<file path="config.mk">
export PLATFORM = sky130hd
export DESIGN_NAME = mem_arbiter_flat
export DESIGN_NICKNAME = d
export VERILOG_FILES = /design/src/rtl/mem_arbiter_if.sv /design/src/rtl/mem_arbiter.sv /design/src/flat_wrapper.sv
export SDC_FILE = /design/constraint.sdc
export NUM_CORES = 2
export LEC_CHECK = 0
export ABC_AREA = 1
export CORE_AREA = 2 2 618 620
export DETAILED_ROUTE_END_ITERATION = 8
export DIE_AREA = 0 0 620 622
export PLACE_DENSITY_LB_ADDON = 0.25
export SYNTH_ARGS = -nofsm -noshare
export SYNTH_HDL_FRONTEND = slang
export SYNTH_SLANG_ARGS = --single-unit
</file>
<file path="constraint.sdc">
create_clock -name clk -period 2.4 [get_ports clk]
set_input_delay 0.24 -clock clk [delete_from_list [all_inputs] [get_ports clk]]
set_output_delay 0.24 -clock clk [all_outputs]
set_load 0.03 [all_outputs]
</file>
<file path="src/rtl/mem_arbiter_if.sv">
// Bus bundle for mem_arbiter: two line-level requester ports plus the
// main-memory request/grant channel and the busy flag.
// master: the arbiter's view. slave: the requesters plus memory around it.
interface mem_arbiter_if #(
  parameter int LINE_ADDR_LEN = 3,
  parameter int ADDR_LEN      = 9
);
  localparam int LINE_WORDS = 1 << LINE_ADDR_LEN;

  // requester port 0
  logic                p0_rd_req;
  logic                p0_wr_req;
  logic [ADDR_LEN-1:0] p0_addr;
  logic [31:0]         p0_wr_line [LINE_WORDS];
  logic                p0_gnt;
  logic [31:0]         p0_rd_line [LINE_WORDS];

  // requester port 1
  logic                p1_rd_req;
  logic                p1_wr_req;
  logic [ADDR_LEN-1:0] p1_addr;
  logic [31:0]         p1_wr_line [LINE_WORDS];
  logic                p1_gnt;
  logic [31:0]         p1_rd_line [LINE_WORDS];

  // main memory channel
  logic                mem_rd_req;
  logic                mem_wr_req;
  logic [ADDR_LEN-1:0] mem_addr;
  logic [31:0]         mem_wr_line [LINE_WORDS];
  logic                mem_gnt;
  logic [31:0]         mem_rd_line [LINE_WORDS];

  logic                busy;

  modport master (
    input  p0_rd_req, p0_wr_req, p0_addr, p0_wr_line,
    output p0_gnt, p0_rd_line,
    input  p1_rd_req, p1_wr_req, p1_addr, p1_wr_line,
    output p1_gnt, p1_rd_line,
    output mem_rd_req, mem_wr_req, mem_addr, mem_wr_line,
    input  mem_gnt, mem_rd_line,
    output busy
  );

  modport slave (
    output p0_rd_req, p0_wr_req, p0_addr, p0_wr_line,
    input  p0_gnt, p0_rd_line,
    output p1_rd_req, p1_wr_req, p1_addr, p1_wr_line,
    input  p1_gnt, p1_rd_line,
    input  mem_rd_req, mem_wr_req, mem_addr, mem_wr_line,
    output mem_gnt, mem_rd_line,
    input  busy
  );
endinterface

</file>
<file path="src/rtl/mem_arbiter.sv">
// mem_arbiter: two-port line-level arbiter in front of main memory.
// FSM IDLE -> MEM -> RESP -> IDLE; one transaction at a time, no queuing.
// Optional build macro MEM_ARB_FIXED_PRIO_EN: port 0 always wins ties
// (default: round-robin, port not granted last wins, port 0 first after reset).
module mem_arbiter #(
  parameter int LINE_ADDR_LEN = 3,
  parameter int ADDR_LEN      = 9
) (
  input logic           clk,
  input logic           rst,
  mem_arbiter_if.master bus
);
  localparam int LINE_WORDS = 1 << LINE_ADDR_LEN;

  typedef enum logic [1:0] {
    IDLE = 2'd0,
    MEM  = 2'd1,
    RESP = 2'd2
  } state_t;

  state_t              state_reg, state_next;
  logic                own_reg, own_next;
  logic                mem_rd_req_reg, mem_rd_req_next;
  logic                mem_wr_req_reg, mem_wr_req_next;
  logic [ADDR_LEN-1:0] mem_addr_reg, mem_addr_next;
  logic                p0_gnt_reg, p0_gnt_next;
  logic                p1_gnt_reg, p1_gnt_next;

  // per-transaction strobes into the word datapath
  logic line_load;   // capture selected write line into mem_wr_line
  logic line_clear;  // zero mem_wr_line once memory has answered
  logic p0_load;     // capture mem_rd_line into port 0's buffer
  logic p1_load;     // capture mem_rd_line into port 1's buffer

  // arbitration
  logic                p0_any, p1_any, pick1, sel_wr;
  logic [ADDR_LEN-1:0] sel_addr;

  assign p0_any = bus.p0_rd_req | bus.p0_wr_req;
  assign p1_any = bus.p1_rd_req | bus.p1_wr_req;

`ifdef MEM_ARB_FIXED_PRIO_EN
  // port 1 only wins when port 0 is silent
  assign pick1 = p1_any & ~p0_any;
`else
  // on a tie, the port that did not own the last transaction wins
  assign pick1 = p1_any & (~p0_any | ~own_reg);
`endif

  // a write request takes precedence over a read on the same port
  assign sel_wr   = pick1 ? bus.p1_wr_req : bus.p0_wr_req;
  assign sel_addr = pick1 ? bus.p1_addr   : bus.p0_addr;

  // next-state and control: grant in IDLE, wait for memory in MEM, pulse in RESP
  always_comb begin
    state_next      = state_reg;
    own_next        = own_reg;
    mem_rd_req_next = mem_rd_req_reg;
    mem_wr_req_next = mem_wr_req_reg;
    mem_addr_next   = mem_addr_reg;
    p0_gnt_next     = 1'b0;
    p1_gnt_next     = 1'b0;
    line_load       = 1'b0;
    line_clear      = 1'b0;
    p0_load         = 1'b0;
    p1_load         = 1'b0;
    case (state_reg)
      IDLE: begin
        if (p0_any | p1_any) begin
          state_next      = MEM;
          own_next        = pick1;
          mem_wr_req_next = sel_wr;
          mem_rd_req_next = ~sel_wr;
          mem_addr_next   = sel_addr;
          line_load       = 1'b1;
        end
      end
      MEM: begin
        if (bus.mem_gnt) begin
          state_next      = RESP;
          mem_rd_req_next = 1'b0;
          mem_wr_req_next = 1'b0;
          mem_addr_next   = '0;
          line_clear      = 1'b1;
          p0_load         = mem_rd_req_reg & ~own_reg;
          p1_load         = mem_rd_req_reg & own_reg;
          p0_gnt_next     = ~own_reg;
          p1_gnt_next     = own_reg;
        end
      end
      RESP: begin
        // unconditional turnaround through IDLE so a stale request is not regranted
        state_next = IDLE;
      end
      default: begin
        state_next = IDLE;
      end
    endcase
  end

  // control state register; reset leaves own=1 so port 0 wins the first tie
  always_ff @(posedge clk) begin
    if (rst) begin
      state_reg      <= IDLE;
      own_reg        <= 1'b1;
      mem_rd_req_reg <= 1'b0;
      mem_wr_req_reg <= 1'b0;
      mem_addr_reg   <= '0;
      p0_gnt_reg     <= 1'b0;
      p1_gnt_reg     <= 1'b0;
    end else begin
      state_reg      <= state_next;
      own_reg        <= own_next;
      mem_rd_req_reg <= mem_rd_req_next;
      mem_wr_req_reg <= mem_wr_req_next;
      mem_addr_reg   <= mem_addr_next;
      p0_gnt_reg     <= p0_gnt_next;
      p1_gnt_reg     <= p1_gnt_next;
    end
  end

  // word-sliced line datapath: write-line holding register and two read buffers
  genvar gi;
  generate
    for (gi = 0; gi < LINE_WORDS; gi++) begin : g_word
      logic [31:0] sel_word;
      logic [31:0] wr_word_reg;
      logic [31:0] p0_word_reg;
      logic [31:0] p1_word_reg;

      assign sel_word = pick1 ? bus.p1_wr_line[gi] : bus.p0_wr_line[gi];

      // memory write data: valid only while MEM is active
      always_ff @(posedge clk) begin
        if (rst) begin
          wr_word_reg <= '0;
        end else if (line_load) begin
          wr_word_reg <= sel_word;
        end else if (line_clear) begin
          wr_word_reg <= '0;
        end
      end

      // port 0 read buffer: only a read owned by port 0 may change it
      always_ff @(posedge clk) begin
        if (rst) begin
          p0_word_reg <= '0;
        end else if (p0_load) begin
          p0_word_reg <= bus.mem_rd_line[gi];
        end
      end

      // port 1 read buffer: only a read owned by port 1 may change it
      always_ff @(posedge clk) begin
        if (rst) begin
          p1_word_reg <= '0;
        end else if (p1_load) begin
          p1_word_reg <= bus.mem_rd_line[gi];
        end
      end

      assign bus.mem_wr_line[gi] = wr_word_reg;
      assign bus.p0_rd_line[gi]  = p0_word_reg;
      assign bus.p1_rd_line[gi]  = p1_word_reg;
    end
  endgenerate

  assign bus.mem_rd_req = mem_rd_req_reg;
  assign bus.mem_wr_req = mem_wr_req_reg;
  assign bus.mem_addr   = mem_addr_reg;
  assign bus.p0_gnt     = p0_gnt_reg;
  assign bus.p1_gnt     = p1_gnt_reg;
  assign bus.busy       = (state_reg != IDLE);
endmodule

</file>
<file path="src/flat_wrapper.sv">
// flat-port wrapper written by rule: the top's interface ports become plain ports
module mem_arbiter_flat 
#(
  parameter int LINE_ADDR_LEN = 3,
  parameter int ADDR_LEN      = 9
)
  (clk, rst, bus_p0_rd_req, bus_p0_wr_req, bus_p0_addr, bus_p0_wr_line, bus_p0_gnt, bus_p0_rd_line, bus_p1_rd_req, bus_p1_wr_req, bus_p1_addr, bus_p1_wr_line, bus_p1_gnt, bus_p1_rd_line, bus_mem_rd_req, bus_mem_wr_req, bus_mem_addr, bus_mem_wr_line, bus_mem_gnt, bus_mem_rd_line, bus_busy);
  mem_arbiter_if #(.LINE_ADDR_LEN(LINE_ADDR_LEN), .ADDR_LEN(ADDR_LEN)) bus_i ();
  input logic clk;
  input logic rst;
  input wire logic [$bits(bus_i.p0_rd_req)-1:0] bus_p0_rd_req;
  input wire logic [$bits(bus_i.p0_wr_req)-1:0] bus_p0_wr_req;
  input wire logic [$bits(bus_i.p0_addr)-1:0] bus_p0_addr;
  input wire logic [$bits(bus_i.p0_wr_line)-1:0] bus_p0_wr_line;
  output wire logic [$bits(bus_i.p0_gnt)-1:0] bus_p0_gnt;
  output wire logic [$bits(bus_i.p0_rd_line)-1:0] bus_p0_rd_line;
  input wire logic [$bits(bus_i.p1_rd_req)-1:0] bus_p1_rd_req;
  input wire logic [$bits(bus_i.p1_wr_req)-1:0] bus_p1_wr_req;
  input wire logic [$bits(bus_i.p1_addr)-1:0] bus_p1_addr;
  input wire logic [$bits(bus_i.p1_wr_line)-1:0] bus_p1_wr_line;
  output wire logic [$bits(bus_i.p1_gnt)-1:0] bus_p1_gnt;
  output wire logic [$bits(bus_i.p1_rd_line)-1:0] bus_p1_rd_line;
  output wire logic [$bits(bus_i.mem_rd_req)-1:0] bus_mem_rd_req;
  output wire logic [$bits(bus_i.mem_wr_req)-1:0] bus_mem_wr_req;
  output wire logic [$bits(bus_i.mem_addr)-1:0] bus_mem_addr;
  output wire logic [$bits(bus_i.mem_wr_line)-1:0] bus_mem_wr_line;
  input wire logic [$bits(bus_i.mem_gnt)-1:0] bus_mem_gnt;
  input wire logic [$bits(bus_i.mem_rd_line)-1:0] bus_mem_rd_line;
  output wire logic [$bits(bus_i.busy)-1:0] bus_busy;
  assign bus_i.p0_rd_req = bus_p0_rd_req;
  assign bus_i.p0_wr_req = bus_p0_wr_req;
  assign bus_i.p0_addr = bus_p0_addr;
  assign bus_i.p0_wr_line = {>>{bus_p0_wr_line}};
  assign bus_p0_gnt = bus_i.p0_gnt;
  assign bus_p0_rd_line = {>>{bus_i.p0_rd_line}};
  assign bus_i.p1_rd_req = bus_p1_rd_req;
  assign bus_i.p1_wr_req = bus_p1_wr_req;
  assign bus_i.p1_addr = bus_p1_addr;
  assign bus_i.p1_wr_line = {>>{bus_p1_wr_line}};
  assign bus_p1_gnt = bus_i.p1_gnt;
  assign bus_p1_rd_line = {>>{bus_i.p1_rd_line}};
  assign bus_mem_rd_req = bus_i.mem_rd_req;
  assign bus_mem_wr_req = bus_i.mem_wr_req;
  assign bus_mem_addr = bus_i.mem_addr;
  assign bus_mem_wr_line = {>>{bus_i.mem_wr_line}};
  assign bus_i.mem_gnt = bus_mem_gnt;
  assign bus_i.mem_rd_line = {>>{bus_mem_rd_line}};
  assign bus_busy = bus_i.busy;
  mem_arbiter #(.LINE_ADDR_LEN(LINE_ADDR_LEN), .ADDR_LEN(ADDR_LEN)) u_core (.clk(clk), .rst(rst), .bus(bus_i));
endmodule
</file>
* Yosys cells after proc, flatten, opt, wreduce, memory -nomap -nowiden
Cells that the tools add are included.
** Storage, ports and cells
- Register bits after elaboration :: 784
- Bits in latches :: 0
- Memory bits (writable) :: 0
- ROM bits :: 0
- Input bits :: 793
- Output and inout bits :: 782
- Logic and storage cells :: 92
- Memories :: 0
** Cells by class
- Add/sub/neg operators :: 0
- $mul :: 0
- Div/mod/pow operators :: 0
- Magnitude comparators :: 0
- Eq/ne operators :: 3
- Shift-type cells :: 0
- Muxes and demuxes :: 38
- Bitwise operators :: 12
- Reduce and logical (&&, ||, !) cells :: 8
** Operators with widths (count)
- 32-bit two-way mux :: 17
- 9-bit two-way mux :: 3
- 9-bit case mux with 2 select lines :: 1
- 1-bit two-way mux :: 12
- 2-bit nonzero test :: 3
- 1-bit NOT :: 5
- 2-bit two-way mux :: 2
- 1-bit bitwise OR :: 4
- 1-bit case mux with 2 select lines :: 2
- 2-bit case mux with 2 select lines :: 1
- 2-bit AND reduction :: 2
- 1-bit AND :: 3
- 3-bit AND reduction :: 1
- 3-bit OR reduction :: 1
- 2-bit by 1-bit == test with 1-bit output (second input constant) :: 1
- 2-bit zero test :: 1
- 2-bit by 1-bit != test with 1-bit output (second input constant) :: 1
- 2-bit != test (second input constant) :: 1

* Logic depth before layout (Yosys ltp)
- Word-level depth :: 8
- Gate-level depth with buffers :: 8
- Gate-level depth less buffers :: 7

* Least setup slack after synthesis
OpenSTA, ideal clock, no wires.
- Path type :: reg-to-reg
- Start :: reg u_core.state_reg[1]
- End :: reg u_core.g_word[1].wr_word_reg[22]
- Library setup time :: 0.070 ns
- Data arrival time :: 1.429 ns
- Required time :: 2.330 ns
- Slack :: 0.900 ns
- Cell stages (with the launch flop) :: 8
- Path buffers :: 2
- Clock period less this slack :: 1.500 ns
- Cell sequence :: dfxtp_1 -> inv_1 -> nand2_1 -> a21oi_2 -> buf_2 -> buf_2 -> nand3_1 -> a21oi_1
** Between the ends
- Cells in the longest elaborated chain, start to end :: 3
- Elaborated cells on any way between the ends :: 6
- Those cells by class :: 1 x eq/ne; 3 x mux; 2 x reduce/logical
** Ends and longest elaborated chain
- start: declaration :: line mem_arbiter.sv:21 : state_t state_reg, state_next;
- start signal: assignment :: line mem_arbiter.sv:112 : state_reg <= state_next;
- 2-bit by 1-bit == test with 1-bit output or 2-bit zero test (tied branches) :: line mem_arbiter.sv:67 : case (state_reg)
- 1-bit two-way mux :: line mem_arbiter.sv:67
- 2-bit nonzero test (no source line) or 32-bit two-way mux (tied branches)
- end signal: assignment :: line mem_arbiter.sv:138 : wr_word_reg <= sel_word;
- end: declaration :: line mem_arbiter.sv:127 : logic [31:0] wr_word_reg;
Parallel ways exist; a longest one is shown, timed or not.
A chain may end at the register's enable or synchronous reset.

* Worst setup path in the final report
- Start :: reg u_core.g_word[4].p1_word_reg[6]
- End :: out bus_p1_rd_line[102]
** RTL lines
- start: declaration :: line mem_arbiter.sv:129 : logic [31:0] p1_word_reg;
- start signal: assignment :: line mem_arbiter.sv:158 : p1_word_reg <= bus.mem_rd_line[gi];
- end: declaration :: line flat_wrapper.sv:22 : output wire logic [$bits(bus_i.p1_rd_line)-1:0] bus_p1_rd_line;
No word-level cell between the ends.

==> flow_summary.toml <==
[timing]
tns_ps = 0
tightestPinTransition_ps = 891
fin_crit_sh = 0.963
finalHoldViolCount = 0
finClkSkew_ps = 65.3
min_period_ps = 2310
rsz0062_at_grt = "no"
slew_violations = 0
slew_headroom = 0.406
finalSetupViolations = 0
fmax_ghz = 0.433

[floorplan]
die_area_um2 = 386000
core-area_um2 = 378000
rows = 226
ios = 1575
initial_core_util = 0.0840
die_x_um = 620
die_h_um = 622

[clock_network]
cts-root-buf = "clkbuf_16"
cts_setup_buffers = 0
h-tree-depth = 3
clk_pin_slew_ps = 60
clkLatencyLatePin_ps = 870
cts_buffers = 109
clock_path_buffers = 4
clock-sinks = 784
tritoncts = "built"

[worst_hold_path]
min_to = "u_core.g_word[1].p0_word_reg[8]"
hold_path_startpoint = "bus_mem_rd_line[200]"
hold_class = "primary input to flip-flop"
min_path_cells = 3

[critical_path]
crit_slowest_cell = "clkdlybuf4s50_1"
reg2regPathDepth = 8
critPathRequiredTime_ps = 2160
rr_startpoint = "u_core.own_reg"
crit_fanout = 2
reg2reg_to = "u_core.g_word[5].wr_word_reg[25]"
arrival_ps = 2070
path_buf_inv = 1
critical_path.endpoint_type = "primary output"
cpLargestDelayFamily = "buffers and inverters"
path_cells = "clkdlybuf4s50_1"
max_stage_delay_ps = 740
crit_type = "flip-flop to primary output"
start_kind = "flip-flop"
regToRegSetupSlack_ps = 160

[layout]
nets = 6786
area_delta_synth_final_pct = 87.2
layout-drive-gt1-share = 0.0744
nFillCells = 43088

[logic_synthesis]
synthSimpleGateAreaFrac = 0.302
synth_xor_area_frac = 0
synth_compound_area_frac = 0.124
synth.distinct_cells = 23
ys_ff_latch = 784
yosysTopAreaCell = "dfxtp_1"
synthTopCellsByCount = "nor2_1 (1026), dfxtp_1 (784), nand3_1 (531)"
syn-num-nets = 5112
synthMuxAreaShare = 0
ys.warnings.count = 0
synth.most_common_cell = "nor2_1"
synth_top_family_by_area = "simple AND/OR/NAND/NOR gates"
synth_top_area_frac = 0.494
synthFlopType = "dfxtp_1"
syn_inst = 4319
synth_area_um2 = 31800
avgSynthCellArea_um2 = 7.36
ys_top_cells_by_area = "dfxtp_1 (49%), nor2_1 (12%), nand3_1 (8.4%)"
synthAdderAreaFrac = 0
async_flop_share = 0
synth_edf_count = 0
yosysSeqAreaShare = 0.494

[power_and_ir_drop]
comb_power_share = 0.234
cell_internal_pwr_mw = 26.9
p_per_area_nw_per_um2 = 671
power_leakage_nw = 21.9
pwr-share-clk = 0.408
pwr-share-seq = 0.358
switching_share = 0.325
total_power_mw = 39.9
irDropWorstVdd_v = 0.000664
p_switching_mw = 13.0

[grt]
first_global_vias = 37150
busiest_layer = "met2"
track_usage = 0.127
met2_usage = 0.242
grt_use_met3 = 0.0396
grt_pass1_wl_mm = 339
antenna_found_initial = 96
overflow = 0
grt_max_degree = 120
met1_usage = 0.129

[run_status]
status = "completed"

[route]
drt_wl_total_mm = 257
ant_nets = 0
drc = 0
vias_per_cell = 3.32
route.vias.total = 36924
wire_per_inst_um = 23.1
drtPass1Iterations = 6
drt_iter0_markers = 1964

[run]
max-cap-violations = 0

[place]
place.gp.congestion = 0.911
numPortBuffers = 1574
post-dp-hpwl_mm = 211
==> power by group through the flow <==
stage / Sequential (mW) / Clock (mW) / Combinational (mW)
floorplan: 15.9 / 0 / 2.64
global placement: 14.6 / 0 / 9.34
detailed placement: 14.6 / 0 / 9.33
CTS: 14.3 / 17.0 / 9.55
global route: 14.4 / 17.4 / 10.0
finish: 14.3 / 16.3 / 9.33
==> layout by cell type, fill, tap and decap left out <==
cell	instances
a21oi_1	268
a21oi_4	1
buf_12	60
buf_4	212
buf_8	1
bufinv_16	3
clkbuf_1	27
clkbuf_16	109
clkbuf_8	19
clkdlybuf4s50_1	1453
clkinv_16	2
clkinv_2	19
clkinv_4	2
clkinvlp_4	3
dfxtp_1	784
diode_2	38
dlygate4sd2_1	59
dlygate4sd3_1	148
dlymetal6s2s_1	2
inv_1	260
inv_16	2
inv_2	1
inv_6	8
inv_8	4
nand2_1	292
nand2_4	1
nand2_8	1
nand3_1	531
nand3_4	1
nand3b_1	257
nand4_1	2
nor2_1	1026
nor2_2	1
nor2_4	1
nor3_1	2
o211ai_1	1
o21ai_0	454
o21ai_1	58
o21ai_4	1
==> final cells by class <==
class	count	area, um2	area share
clock buffers	155	3090	0.0519
diodes	38	95.1	0.00160
inverters	265	1020	0.0172
flip-flops and latches	784	15700	0.264
clock inverters	39	395	0.00664
well taps	5016	6280	0.105
repair buffers	1935	19400	0.326
multi-input cells	2898	13600	0.228
==> stage by stage <==
step | hold WS, ps | instance area [um2] | util | setup slack [ps] | std cells
after floorplan | 389 | 31800 | - | 900 | 4319
after global placement | 462 | 54500 | 0.144 | -28.9 | 10750
after detailed placement | 471 | 54500 | 0.144 | -56.5 | 10750
after CTS | 0.282 | 59400 | 0.157 | 0.603 | 11092
after global routing | 31.0 | 59500 | 0.157 | 6.46 | 11116
final | 80.1 | 59500 | 0.157 | 89.1 | 11130
==> layer usage <==
layer / routed length (um) / vias to the layer above
li1: - / 17475
met1: 90400 / 17794
met2: 136000 / 1274
met3: 19800 / 347
met4: 9710 / 34
met5: 227 / -
==> what timing repair did <==
item,in CTS,in global routing
gates resized for setup,59,2
hold buffers,148,0
hold endpoints to repair,232,0
pin swaps,0,0
endpoints found under the setup margin,59,2
==> how the worst max path moves through the flow <==
stage / from / endpoint / cells past startpoint
after floorplan: u_core.state_reg[1] / u_core.g_word[1].wr_word_reg[22] / 7
after global placement: bus_p0_wr_req / u_core.bus.mem_wr_req / 7
after detailed placement: bus_p1_wr_req / u_core.bus.mem_wr_req / 9
after CTS: u_core.g_word[7].p1_word_reg[23] / bus_p1_rd_line[23] / 1
after global routing: u_core.g_word[7].p1_word_reg[22] / bus_p1_rd_line[22] / 1
final: u_core.g_word[4].p1_word_reg[6] / bus_p1_rd_line[102] / 1
==> kinds of logic after synthesis <==
kind of cell | count (synthesis)
AOI/OAI and AO/OA | 783
buffers and inverters | 637
DFF | 784
and+or+nand+nor | 2115
(Power assumes the default switching activity.)
